===== config.mk =====
export PLATFORM = sky130hd
export DESIGN_NAME = instr_fetch
export DESIGN_NICKNAME = d
export VERILOG_FILES = /design/src/rtl/instr_fetch.sv
export SDC_FILE = /design/constraint.sdc
export NUM_CORES = 1
export LEC_CHECK = 0
export BUFFER_PORTS_ARGS = -buffer_cell sky130_fd_sc_hd__clkbuf_2
export CAP_MARGIN = 20
export CELL_PAD_IN_SITES_DETAIL_PLACEMENT = 1
export CELL_PAD_IN_SITES_GLOBAL_PLACEMENT = 2
export CORE_ASPECT_RATIO = 0.9
export CORE_MARGIN = 4
export CORE_UTILIZATION = 40
export DETAILED_ROUTE_END_ITERATION = 8
export PLACE_DENSITY_LB_ADDON = 0.1
export RECOVER_POWER = 25
export SYNTH_ARGS = -nofsm -noshare
export SYNTH_HDL_FRONTEND = slang
export SYNTH_SLANG_ARGS = --single-unit

===== constraint.sdc =====
create_clock -name clk -period 12.1 [get_ports clk]
set_input_delay 2.42 -clock clk [delete_from_list [all_inputs] [get_ports clk]]
set_output_delay 2.42 -clock clk [all_outputs]
set_load 0.02 [all_outputs]

===== src/rtl/instr_fetch.sv =====
// -----------------------------------------------------------------------------
// instr_fetch: instruction prefetch unit.
//
// Issues word-aligned read requests to instruction memory. Returned words go
// into a small prefetch FIFO that feeds the pipeline, together with their
// addresses. A request may be outstanding while the FIFO fills, and that
// request counts against FIFO capacity, so the FIFO can never overflow.
// A redirect flushes the FIFO and restarts fetching at the new address.
// If a request is still outstanding when the redirect arrives, the FSM holds
// the request until memory acknowledges it and drops the returned data.
//
// Ports:
//   clk            single clock; all state updates on the rising edge
//   reset          synchronous, active-low (0 = reset)
//   mem_req        instruction memory read request
//   mem_addr       word address of the current request (bits [1:0] = 00)
//   mem_ack        memory completes the request this cycle
//   mem_rdata      instruction word, valid with mem_ack
//   if_valid       if_instr/if_pc hold a valid instruction
//   if_instr       instruction word at the FIFO head
//   if_pc          address of if_instr
//   if_ready       pipeline consumes the head this cycle when if_valid=1
//   redirect_valid taken branch/jump: discard all prefetched state
//   redirect_pc    new fetch address (bits [1:0] ignored)
// -----------------------------------------------------------------------------
module instr_fetch #(
    parameter logic [31:0] PC_INIT = 32'h8002_0000,
    parameter int          DEPTH   = 4
) (
    input  logic        clk,
    input  logic        reset,
    output logic        mem_req,
    output logic [31:0] mem_addr,
    input  logic        mem_ack,
    input  logic [31:0] mem_rdata,
    output logic        if_valid,
    output logic [31:0] if_instr,
    output logic [31:0] if_pc,
    input  logic        if_ready,
    input  logic        redirect_valid,
    input  logic [31:0] redirect_pc
);

    localparam int AW = $clog2(DEPTH);
    localparam int CW = AW + 1;
    localparam logic [CW-1:0] DEPTH_C = CW'(DEPTH);

    typedef enum logic [1:0] {
        IDLE  = 2'b00,
        REQ   = 2'b01,
        DRAIN = 2'b10
    } state_t;

    state_t        state_r;
    state_t        state_s;
    logic [31:0]   fetch_pc_r;
    logic [31:0]   fetch_pc_s;
    logic [31:0]   mem_addr_r;
    logic [31:0]   mem_addr_s;
    logic          mem_req_r;

    logic [31:0]   fifo_pc_r    [DEPTH];
    logic [31:0]   fifo_instr_r [DEPTH];
    logic [AW-1:0] wr_ptr_r;
    logic [AW-1:0] wr_ptr_s;
    logic [AW-1:0] rd_ptr_r;
    logic [AW-1:0] rd_ptr_s;
    logic [CW-1:0] count_r;
    logic [CW-1:0] count_s;
    logic [CW-1:0] count_pop_s;
    logic          push_s;
    logic          pop_s;

    logic          if_valid_r;
    logic [31:0]   if_instr_r;
    logic [31:0]   if_pc_r;
    logic [31:0]   head_instr_s;
    logic [31:0]   head_pc_s;
    logic [31:0]   redirect_aligned_s;

    // FIFO push/pop qualification and next occupancy/pointers; a redirect
    // flushes everything and blocks both push and pop in its cycle.
    always_comb begin
        redirect_aligned_s = redirect_pc & 32'hFFFF_FFFC;
        push_s      = 1'b0;
        pop_s       = 1'b0;
        count_pop_s = count_r;
        count_s     = count_r;
        rd_ptr_s    = rd_ptr_r;
        wr_ptr_s    = wr_ptr_r;
        if (redirect_valid) begin
            count_pop_s = {CW{1'b0}};
            count_s     = {CW{1'b0}};
            rd_ptr_s    = {AW{1'b0}};
            wr_ptr_s    = {AW{1'b0}};
        end else begin
            // mem_ack only counts while a live (non-draining) request is up
            push_s      = (state_r == REQ) && mem_ack;
            pop_s       = if_valid_r && if_ready;
            count_pop_s = count_r - {{(CW-1){1'b0}}, pop_s};
            count_s     = count_pop_s + {{(CW-1){1'b0}}, push_s};
            rd_ptr_s    = rd_ptr_r + {{(AW-1){1'b0}}, pop_s};
            wr_ptr_s    = wr_ptr_r + {{(AW-1){1'b0}}, push_s};
        end
    end

    // Next head entry for the registered pipeline outputs; a word pushed into
    // an (effectively) empty FIFO bypasses storage to keep 1-cycle latency.
    always_comb begin
        head_pc_s    = if_pc_r;
        head_instr_s = if_instr_r;
        if (push_s && (count_pop_s == {CW{1'b0}})) begin
            head_pc_s    = fetch_pc_r;
            head_instr_s = mem_rdata;
        end else if (count_s != {CW{1'b0}}) begin
            head_pc_s    = fifo_pc_r[rd_ptr_s];
            head_instr_s = fifo_instr_r[rd_ptr_s];
        end else begin
            head_pc_s    = if_pc_r;
            head_instr_s = if_instr_r;
        end
    end

    // Request FSM next state, next fetch address and next request address.
    always_comb begin
        state_s    = state_r;
        fetch_pc_s = fetch_pc_r;
        mem_addr_s = mem_addr_r;

        if (redirect_valid) begin
            fetch_pc_s = redirect_aligned_s;
        end else if ((state_r == REQ) && mem_ack) begin
            fetch_pc_s = fetch_pc_r + 32'd4;
        end else begin
            fetch_pc_s = fetch_pc_r;
        end

        // A new request may start only while occupancy leaves room for it.
        case (state_r)
            IDLE: begin
                if (count_s < DEPTH_C) begin
                    state_s = REQ;
                end else begin
                    state_s = IDLE;
                end
            end
            REQ: begin
                if (mem_ack) begin
                    if (count_s < DEPTH_C) begin
                        state_s = REQ;
                    end else begin
                        state_s = IDLE;
                    end
                end else if (redirect_valid) begin
                    state_s = DRAIN;
                end else begin
                    state_s = REQ;
                end
            end
            DRAIN: begin
                if (mem_ack) begin
                    state_s = REQ;
                end else begin
                    state_s = DRAIN;
                end
            end
            default: begin
                state_s = IDLE;
            end
        endcase

        // While draining, the abandoned request stays on the bus unchanged.
        if (state_s == DRAIN) begin
            mem_addr_s = mem_addr_r;
        end else begin
            mem_addr_s = fetch_pc_s;
        end
    end

    // FSM state register.
    always_ff @(posedge clk) begin
        if (!reset) begin
            state_r <= IDLE;
        end else begin
            state_r <= state_s;
        end
    end

    // Fetch address and registered memory request outputs.
    always_ff @(posedge clk) begin
        if (!reset) begin
            fetch_pc_r <= PC_INIT;
            mem_addr_r <= PC_INIT;
            mem_req_r  <= 1'b0;
        end else begin
            fetch_pc_r <= fetch_pc_s;
            mem_addr_r <= mem_addr_s;
            mem_req_r  <= (state_s != IDLE);
        end
    end

    // FIFO storage; contents are only meaningful under count_r.
    always_ff @(posedge clk) begin
        if (push_s) begin
            fifo_pc_r[wr_ptr_r]    <= fetch_pc_r;
            fifo_instr_r[wr_ptr_r] <= mem_rdata;
        end
    end

    // FIFO pointers, occupancy and registered head outputs.
    always_ff @(posedge clk) begin
        if (!reset) begin
            wr_ptr_r   <= {AW{1'b0}};
            rd_ptr_r   <= {AW{1'b0}};
            count_r    <= {CW{1'b0}};
            if_valid_r <= 1'b0;
            if_pc_r    <= 32'h0000_0000;
            if_instr_r <= 32'h0000_0000;
        end else begin
            wr_ptr_r   <= wr_ptr_s;
            rd_ptr_r   <= rd_ptr_s;
            count_r    <= count_s;
            if_valid_r <= (count_s != {CW{1'b0}});
            if_pc_r    <= head_pc_s;
            if_instr_r <= head_instr_s;
        end
    end

    assign mem_req  = mem_req_r;
    assign mem_addr = mem_addr_r;
    assign if_valid = if_valid_r;
    assign if_pc    = if_pc_r;
    assign if_instr = if_instr_r;

endmodule

Yosys cells after proc, flatten, opt, wreduce, memory -nomap -nowiden
Memory sizes are Yosys's and may differ from the RTL's.
Index checks and enable logic that the tools add are counted.
{"block": "word_totals", "ff_bits": 139, "elab_cells": 48, "in_bits": 69, "n_memories": 2, "ramBits": 256}
{"block": "classes", "addsub": 5, "n_reduce_logical": 9, "bitwise": 1, "muxes": 17, "order_cmp": 1, "eq_ne": 3}
{"name": "fifo_instr_r", "depth": 4, "word_bits": 32, "read_ports": 1, "rd_clocked_by_memory_dff": 0, "write_ports": 1, "line": "63", "text": "logic [31:0] fifo_instr_r [DEPTH];"}
{"name": "fifo_pc_r", "depth": 4, "word_bits": 32, "read_ports": 1, "rd_clocked_by_memory_dff": 0, "write_ports": 1, "line": "62", "text": "logic [31:0] fifo_pc_r [DEPTH];"}
{"operator": "$mux W32", "count": 6}
{"operator": "$add A32 B3 Y32 const B", "count": 1}
{"operator": "$mux W2", "count": 4}
{"operator": "$mux W3", "count": 2}
{"operator": "$pmux W2 S3", "count": 1}
{"operator": "$add A2 B1 Y2", "count": 2}
{"operator": "$eq A2 B2 Y1 const B", "count": 2}
{"operator": "$mux W1", "count": 4}
{"operator": "$reduce_bool A2 Y1", "count": 2}
{"operator": "$add A3 B1 Y3", "count": 1}
{"operator": "$logic_and A1 B1 Y1", "count": 3}
{"operator": "$logic_not A3 Y1", "count": 1}
{"operator": "$lt A3 B3 Y1 const B", "count": 1}
{"operator": "$reduce_bool A3 Y1", "count": 1}
{"operator": "$sub A3 B1 Y3", "count": 1}
{"operator": "$eq A2 B1 Y1 const B", "count": 1}
{"operator": "$logic_not A2 Y1", "count": 1}
{"operator": "$reduce_or A2 Y1", "count": 1}
{"operator": "$not A1 Y1", "count": 1}

Depth between registers and ports, before layout
Gate-level depths: netlist of run 1.
{"block": "depth", "depth_word": 9, "ltp_mapped": 11, "depth_no_buf": 10}

Least setup slack after synthesis of run 1
No wires, ideal clock.
{"block": "synth_path", "path_type": "input-to-reg", "start": "input redirect_valid", "end": "memory fifo_instr_r[1][0] (enable)", "t_arrival_ns": 9.594, "t_required_ns": 11.434, "setup_ns": 0.666, "stages": 4, "slack_ns": 1.839, "n_path_buf": 3, "cell_sequence": "buf_2 clkbuf_1 buf_1 nor4b_1"}
{"block": "synth_via", "elab_chain_cells": 3}
{"item": "start, declared", "line": "40", "text": "input logic redirect_valid,"}
{"item": "$mux W1", "line": "91", "text": "if (redirect_valid) begin"}
{"item": "$mux W1", "line": "204", "text": "if (push_s) begin"}
{"item": "$mux W1 (implied by the code)", "line": "206", "text": "fifo_instr_r[wr_ptr_r] <= mem_rdata;"}
{"item": "end, declared", "line": "63"}
No other way between the ends.

Worst setup path after layout of run 1
{"block": "layout_path", "start": "input mem_ack", "end": "register if_instr_r[13] (netlist: if_instr[13])"}
{"block": "layout_via", "elab_chain_cells": 5}
{"item": "start, declared", "line": "34", "text": "input logic mem_ack,"}
{"item": "$logic_and A1 B1 Y1 (*)", "line": "98", "text": "push_s = (state_r == REQ) && mem_ack;"}
{"item": "$add A3 B1 Y3", "line": "101", "text": "count_s = count_pop_s + {{(CW-1){1'b0}}, push_s};"}
{"item": "$mux W3", "line": "91"}
{"item": "$reduce_bool A3 Y1", "line": "115", "text": "end else if (count_s != {CW{1'b0}}) begin"}
{"item": "$reduce_bool A2 Y1 (no source line)"}
{"item": "end signal, assigned", "line": "225", "text": "if_instr_r <= head_instr_s;"}
{"item": "end, declared", "line": "75", "text": "logic [31:0] if_instr_r;"}
Mark *: on every way between the ends. The rest lies on a longest branch, timed or not.
A chain may end at the register's enable or synchronous reset.

==> results.json, run 1 <==
{
  "intPower_mw": 2.290,
  "hold_violations": 0,
  "clockRootBuffer": "clkbuf_16",
  "hold_class": "reg -> reg",
  "clkTransAtPathRegs_ns": 0.06,
  "synth_edf_count": 256,
  "grt_pass1_vias": 9812,
  "fp.dieH_um": 192.9,
  "fin_ws_ns": 6.650,
  "post-place-ws_ns": 6.067,
  "timing.critical_path.from": "mem_ack",
  "insertion_delay_ns": 0.54,
  "nNetsFinal": 1213,
  "p_sw_share_pct": 23.31,
  "drv_cap": 0,
  "worstSetupEndpointType": "register",
  "maxSlewHeadroom_pct": 30.72,
  "yosysTopAreaCell": "edfxtp_1",
  "slowest_delay_ns": 0.69,
  "cts_tree": "built",
  "synth_area_leaders": "edfxtp_1 (51%), dfxtp_1 (18%), mux4_2 (9.5%)",
  "grt_pass1_wl_um": 59240,
  "path_max_fanout": 55,
  "grt_overflow": 0,
  "drive_gt1_share_pct": 25.68,
  "gp_congestion": 0.7271,
  "setup_viol": 0,
  "cts_hold_buf": 0,
  "ys_seq_elements": 395,
  "p_comb_share_pct": 7.4,
  "clock-sinks": 395,
  "arrival_ns": 5.94,
  "cp.required_ns": 12.59,
  "post_drt_wl_per_cell_um": 23.22,
  "die_x_um": 213.4,
  "io_buffers": 164,
  "dpl_cell_area_mm2": 0.01656,
  "grt.total_usage_pct": 18.83,
  "drc_errors": 0,
  "area_growth_pct": 17.64,
  "critPathKind": "in -> reg",
  "numCtsBuffers": 42,
  "path_cells": "clkbuf_2, nand3b_1, inv_1, ha_1, ha_1, xnor3_1, a21oi_1, nor2b_4, buf_4, a221o_1",
  "worst_pin_slew_ns": 1.039,
  "core_area_mm2": 0.03739,
  "dp.cells": 1578,
  "totalNegativeSetupSlack_ns": 0,
  "fill_cells": 3696,
  "worstReg2RegStart": "state_r[1]",
  "period_needed_ns": 5.450,
  "antenna_found_initial": 0,
  "hpwl_um": 23200,
  "grt_max_degree": 65,
  "synth_cell_type_count": 57,
  "timing.fmax_ghz": 0.1835,
  "min_from": "mem_addr[2]",
  "final_cells": 1655,
  "synth_top_area_share_pct": 50.61,
  "peakVddDrop_v": 0.0001145,
  "fin_worst_skew_ns": 0.01233,
  "synth_nets": 1046,
  "postSynthCellCount": 972,
  "layout_common_cells": "edfxtp_1 (256), clkbuf_2 (148), dfxtp_1 (139)",
  "initial_core_util_pct": 40.63,
  "cp-start-kind": "primary input",
  "syn-cell-area_mm2": 0.01519,
  "ioPinCount": 167,
  "synthFlopType": "edfxtp_1",
  "path_common_cell": "ha_1",
  "cts_max_path_buffers": 3,
  "p_seq_share_pct": 51.2,
  "final_common_cell": "edfxtp_1",
  "syn_area_per_cell_um2": 15.63,
  "outcome": "complete, no violations",
  "via_count": 9057,
  "dr.pass1.iters": 5,
  "htree_levels": 2,
  "final_area_mm2": 0.01787,
  "cts_setup_buffers": 0,
  "fin_crit_sh_pct": 45.04,
  "drt_iter0_drc": 570,
  "floorplan.rows": 67,
  "cts_resized": 0,
  "vias_per_cell": 5.473,
  "power_density_mw_per_mm2": 167.1,
  "clkPwrFrac_pct": 41.4,
  "power_mw": 2.986,
  "seq_area_frac_synth_pct": 68.92,
  "drv_slew": 0,
  "synth.yosys.warnings": 0,
  "dieArea_mm2": 0.04116,
  "drt.antenna.violating_nets": 0,
  "cp_slowest_cell": "buf_4",
  "routed_wl_um": 38430,
  "async_reset_ff_share_pct": 0,
  "rsz0062_at_grt": "no",
  "p_leak_nw": 6.316,
  "p_switching_uw": 696.1,
  "n_antenna_cell": 0
}
==> kinds of logic (layout without fill, tap and decap cells) <==
group | after synthesis | count (layout) | synth area share, %
AO/OA/AOI/OAI | 157 | 157 | 8.228
XOR/XNOR | 23 | 23 | 1.417
adder cells (fa/ha/maj) | 5 | 5 | 0.4118
buffers and inverters | 68 | 268 | 1.903
flip-flops | 395 | 395 | 68.92
multiplexers | 68 | 68 | 9.752
AND/OR/NAND/NOR | 256 | 256 | 9.365
==> cells in the mapped netlist, types with 2 or more instances <==
library cell,count
o311a_1,2
o311ai_0,4
buf_1,4
nand2b_1,10
mux2i_1,4
mux4_2,64
clkinv_1,2
edfxtp_1,256
and4_1,4
or3_1,4
o31ai_1,12
o31a_1,3
ha_1,5
a21o_1,5
a221o_1,64
and2_1,64
nand4b_1,2
clkbuf_1,37
buf_2,9
nor3_1,14
nor2_1,37
o211a_1,2
a31oi_1,4
xor2_1,14
nand3_1,22
and3_1,17
a21boi_0,4
nand2_1,37
nor4_2,2
nand4_1,13
inv_1,10
nand3b_1,4
buf_4,6
dfxtp_1,139
xnor2_1,8
nor4_1,16
nor4b_1,2
o211ai_1,4
a21oi_1,20
o21ai_0,23
nor3b_1,3
==> worst max-delay path, delay by kind of cell <==
family          cells  cell delay [ns]
buf+inv             3             1.21
fa+ha+maj           2             0.33
simple gates        2             1.00
compound gates      2             0.67
xor+xnor            1             0.26
==> layer usage <==
| metal | vias to the layer above | track usage, % | wire length [µm] |
|---|---|---|---|
| li1 | 4195 | - | - |
| met4 | 0 | 4.307 | 678 |
| met5 | - | 0 | 0 |
| met3 | 45 | 3.267 | 2084 |
| met2 | 205 | 30.66 | 18100 |
| met1 | 4612 | 26.67 | 17570 |
==> power by group through the flow <==
| stage | combinational (mW) | sequential, mW | clock (mW) |
|---|---|---|---|
| after floorplan | 0.0997 | 1.58 | 0 |
| after global placement | 0.225 | 1.56 | 0 |
| after detailed placement | 0.227 | 1.56 | 0 |
| after CTS | 0.227 | 1.53 | 1.28 |
| after global routing | 0.243 | 1.53 | 1.34 |
| final | 0.221 | 1.53 | 1.24 |
==> sequential cells by signal, summed over array words and instances, names as in the netlist, 3 cells and up <==
signal and flops:
fetch_pc_r 32, fifo_pc_r 128, if_instr 32, fifo_instr_r 128, mem_addr 32, count_r 3, if_pc 32
==> final cells by class <==
class                   instances  area [µm²]  share of cell area [%]
flip-flops and latches        395       10470                   58.59
multi-input cells             509        4503                   25.20
clock buffers                  61        1184                   6.623
repair buffers                179       913.4                   5.111
well taps                     483       604.3                   3.382
clock inverters                16       151.4                  0.8472
inverters                      12       45.04                  0.2520
==> per-stage QoR <==
| step | util [%] | hold WS, ns |
|---|---|---|
| 3_5_place_dp | 44.28 | 0.4472 |
| 2_1_floorplan | - | 0.4548 |
| 5_1_grt | 47.80 | 0.4961 |
| 4_1_cts | 47.85 | 0.4638 |
| 3_3_place_gp | 44.28 | 0.4409 |
| 6_report | 47.80 | 0.4553 |
==> path summary, 6_finish.rpt <==
path	to	slack, ns	cells after the start
max	if_instr[13]	6.65	10
min	mem_addr[2]	0.46	2
max reg2reg	if_instr[13]	8.24	9
min reg2reg	mem_addr[2]	0.46	2
No activity file was read; power rests on OpenSTA's default activity.
==> run 2: changes to the inputs <==
- clock period: 12.1 -> 5.43 ns (I/O delays scaled with it)
==> run 2 against run 1 <==
- non-clock buffer count up 5
- worst setup slack worse by 4.6 ns
- core utilization up 0.26 points
- design area up 0.55%
- combinational power up 120%
- clock power up 130%
- clock skew up 0.00079 ns
- via count up 1.2%
- cell count up 0.36%
- largest cell class unchanged
- highest routed layer unchanged
==> results.json, run 2 (synthesis gave the netlist of run 1 again) <==
{
  "outcome": "complete, no violations",
  "hold_class": "reg -> reg",
  "worst_pin_slew_ns": 1.053,
  "fill_cells": 3696,
  "n_antenna_cell": 0,
  "clockRootBuffer": "clkbuf_16",
  "clock-sinks": 395,
  "gp_congestion": 0.7440,
  "period_needed_ns": 3.352,
  "rsz0062_at_grt": "no",
  "routed_wl_um": 38450,
  "fin_ws_ns": 2.078,
  "slowest_delay_ns": 0.67,
  "drc_errors": 0,
  "fp.dieH_um": 192.9,
  "numCtsBuffers": 42,
  "totalNegativeSetupSlack_ns": 0,
  "die_x_um": 213.4,
  "grt.total_usage_pct": 18.73,
  "fin_worst_skew_ns": 0.01312,
  "p_leak_nw": 6.345,
  "cp.required_ns": 5.85,
  "setup_viol": 0,
  "drv_cap": 0,
  "cts_tree": "built",
  "dpl_cell_area_mm2": 0.01664,
  "clkTransAtPathRegs_ns": 0.06,
  "drt_iter0_drc": 513,
  "dr.pass1.iters": 4,
  "htree_levels": 2,
  "dp.cells": 1583,
  "layout_common_cells": "edfxtp_1 (256), clkbuf_2 (143), dfxtp_1 (139)",
  "post-place-ws_ns": 1.518,
  "ioPinCount": 167,
  "power_density_mw_per_mm2": 372.4,
  "cp-start-kind": "primary input",
  "hpwl_um": 23630,
  "post_drt_wl_per_cell_um": 23.15,
  "power_mw": 6.692,
  "path_cells": "clkbuf_2, nand3b_1, inv_1, ha_1, xnor2_1, nand4_1, o31ai_1, nor2_4, buf_4, a221o_1",
  "floorplan.rows": 67,
  "hold_slack_ns": 0.4618,
  "fin_crit_sh_pct": 61.72,
  "io_buffers": 164,
  "nNetsFinal": 1218,
  "final_area_mm2": 0.01797,
  "cts_max_path_buffers": 3,
  "drive_gt1_share_pct": 25.81,
  "path_max_fanout": 23,
  "post-route-util_pct": 48.06,
  "final_cells": 1661,
  "cp_slowest_cell": "o31ai_1",
  "insertion_delay_ns": 0.55,
  "cts_setup_buffers": 0,
  "maxSlewHeadroom_pct": 29.82,
  "timing.fmax_ghz": 0.2984,
  "arrival_ns": 3.77,
  "drt.antenna.violating_nets": 0,
  "seq_area_mm2": 0.01047,
  "dieArea_mm2": 0.04116,
  "reg.largest.list": "fifo_instr_r (128), fifo_pc_r (128)",
  "cts_resized": 0,
  "antenna_found_initial": 0,
  "grt_overflow": 0,
  "hold_violations": 0,
  "vias_per_cell": 5.519,
  "grt_pass1_wl_um": 59120,
  "area_growth_pct": 18.29,
  "grt_max_degree": 65,
  "critPathKind": "in -> reg",
  "core_area_mm2": 0.03739,
  "multi_input_area_mm2": 0.004514,
  "peakVddDrop_v": 0.0001768,
  "final_common_cell": "edfxtp_1",
  "via_count": 9167,
  "grt_pass1_vias": 9726,
  "initial_core_util_pct": 40.63,
  "worstSetupEndpointType": "register",
  "drv_slew": 0,
  "cts_hold_buf": 0
}
run 2: cell count changes in the layout (fill, tap and decap cells not counted), sizes merged:
cell	change
bufinv	+1
clkinvlp	+1
clkbuf	-8
clkinv	+7
buf	+5
run 2: area by class of cell:
class	count	share of cell area, %
clock buffer	53	6.309
clock inverter	25	1.219
inverter	12	0.2507
timing repair buffer	184	5.466
multi-input combinational	509	25.12
sequential	395	58.27
tap	483	3.363
run 2: critical path, delay by kind of cell:
kind	cells	cell delay, ns
AOI/OAI and AO/OA	2	1.06
and+or+nand+nor	3	0.74
buffers and inverters	3	0.49
adders and majority gates	1	0.20
xor gates and xnor gates	1	0.16
run 2: layer usage:
layer	track usage [%]	wire (µm)
met1	27.35	18580
met3	3.202	1517
met2	29.77	17800
met4	3.963	553
met5	0	0
run 2: where the power goes:
part           total [mW]  switching, mW  internal [mW]
logic               0.497          0.312          0.185
clock network        2.79           1.16           1.63
registers            3.41          0.101           3.31
total                6.69           1.57           5.12
run 2: final timing paths:
check / slack, ns / depth (start not counted) / end / start
setup / recovery: 2.08 / 10 / if_pc[19] / if_ready
hold / removal: 0.46 / 2 / mem_addr[4] / mem_addr[4]
setup reg to reg: 2.32 / 9 / if_pc[19] / if_valid
hold reg to reg: 0.46 / 2 / mem_addr[4] / mem_addr[4]
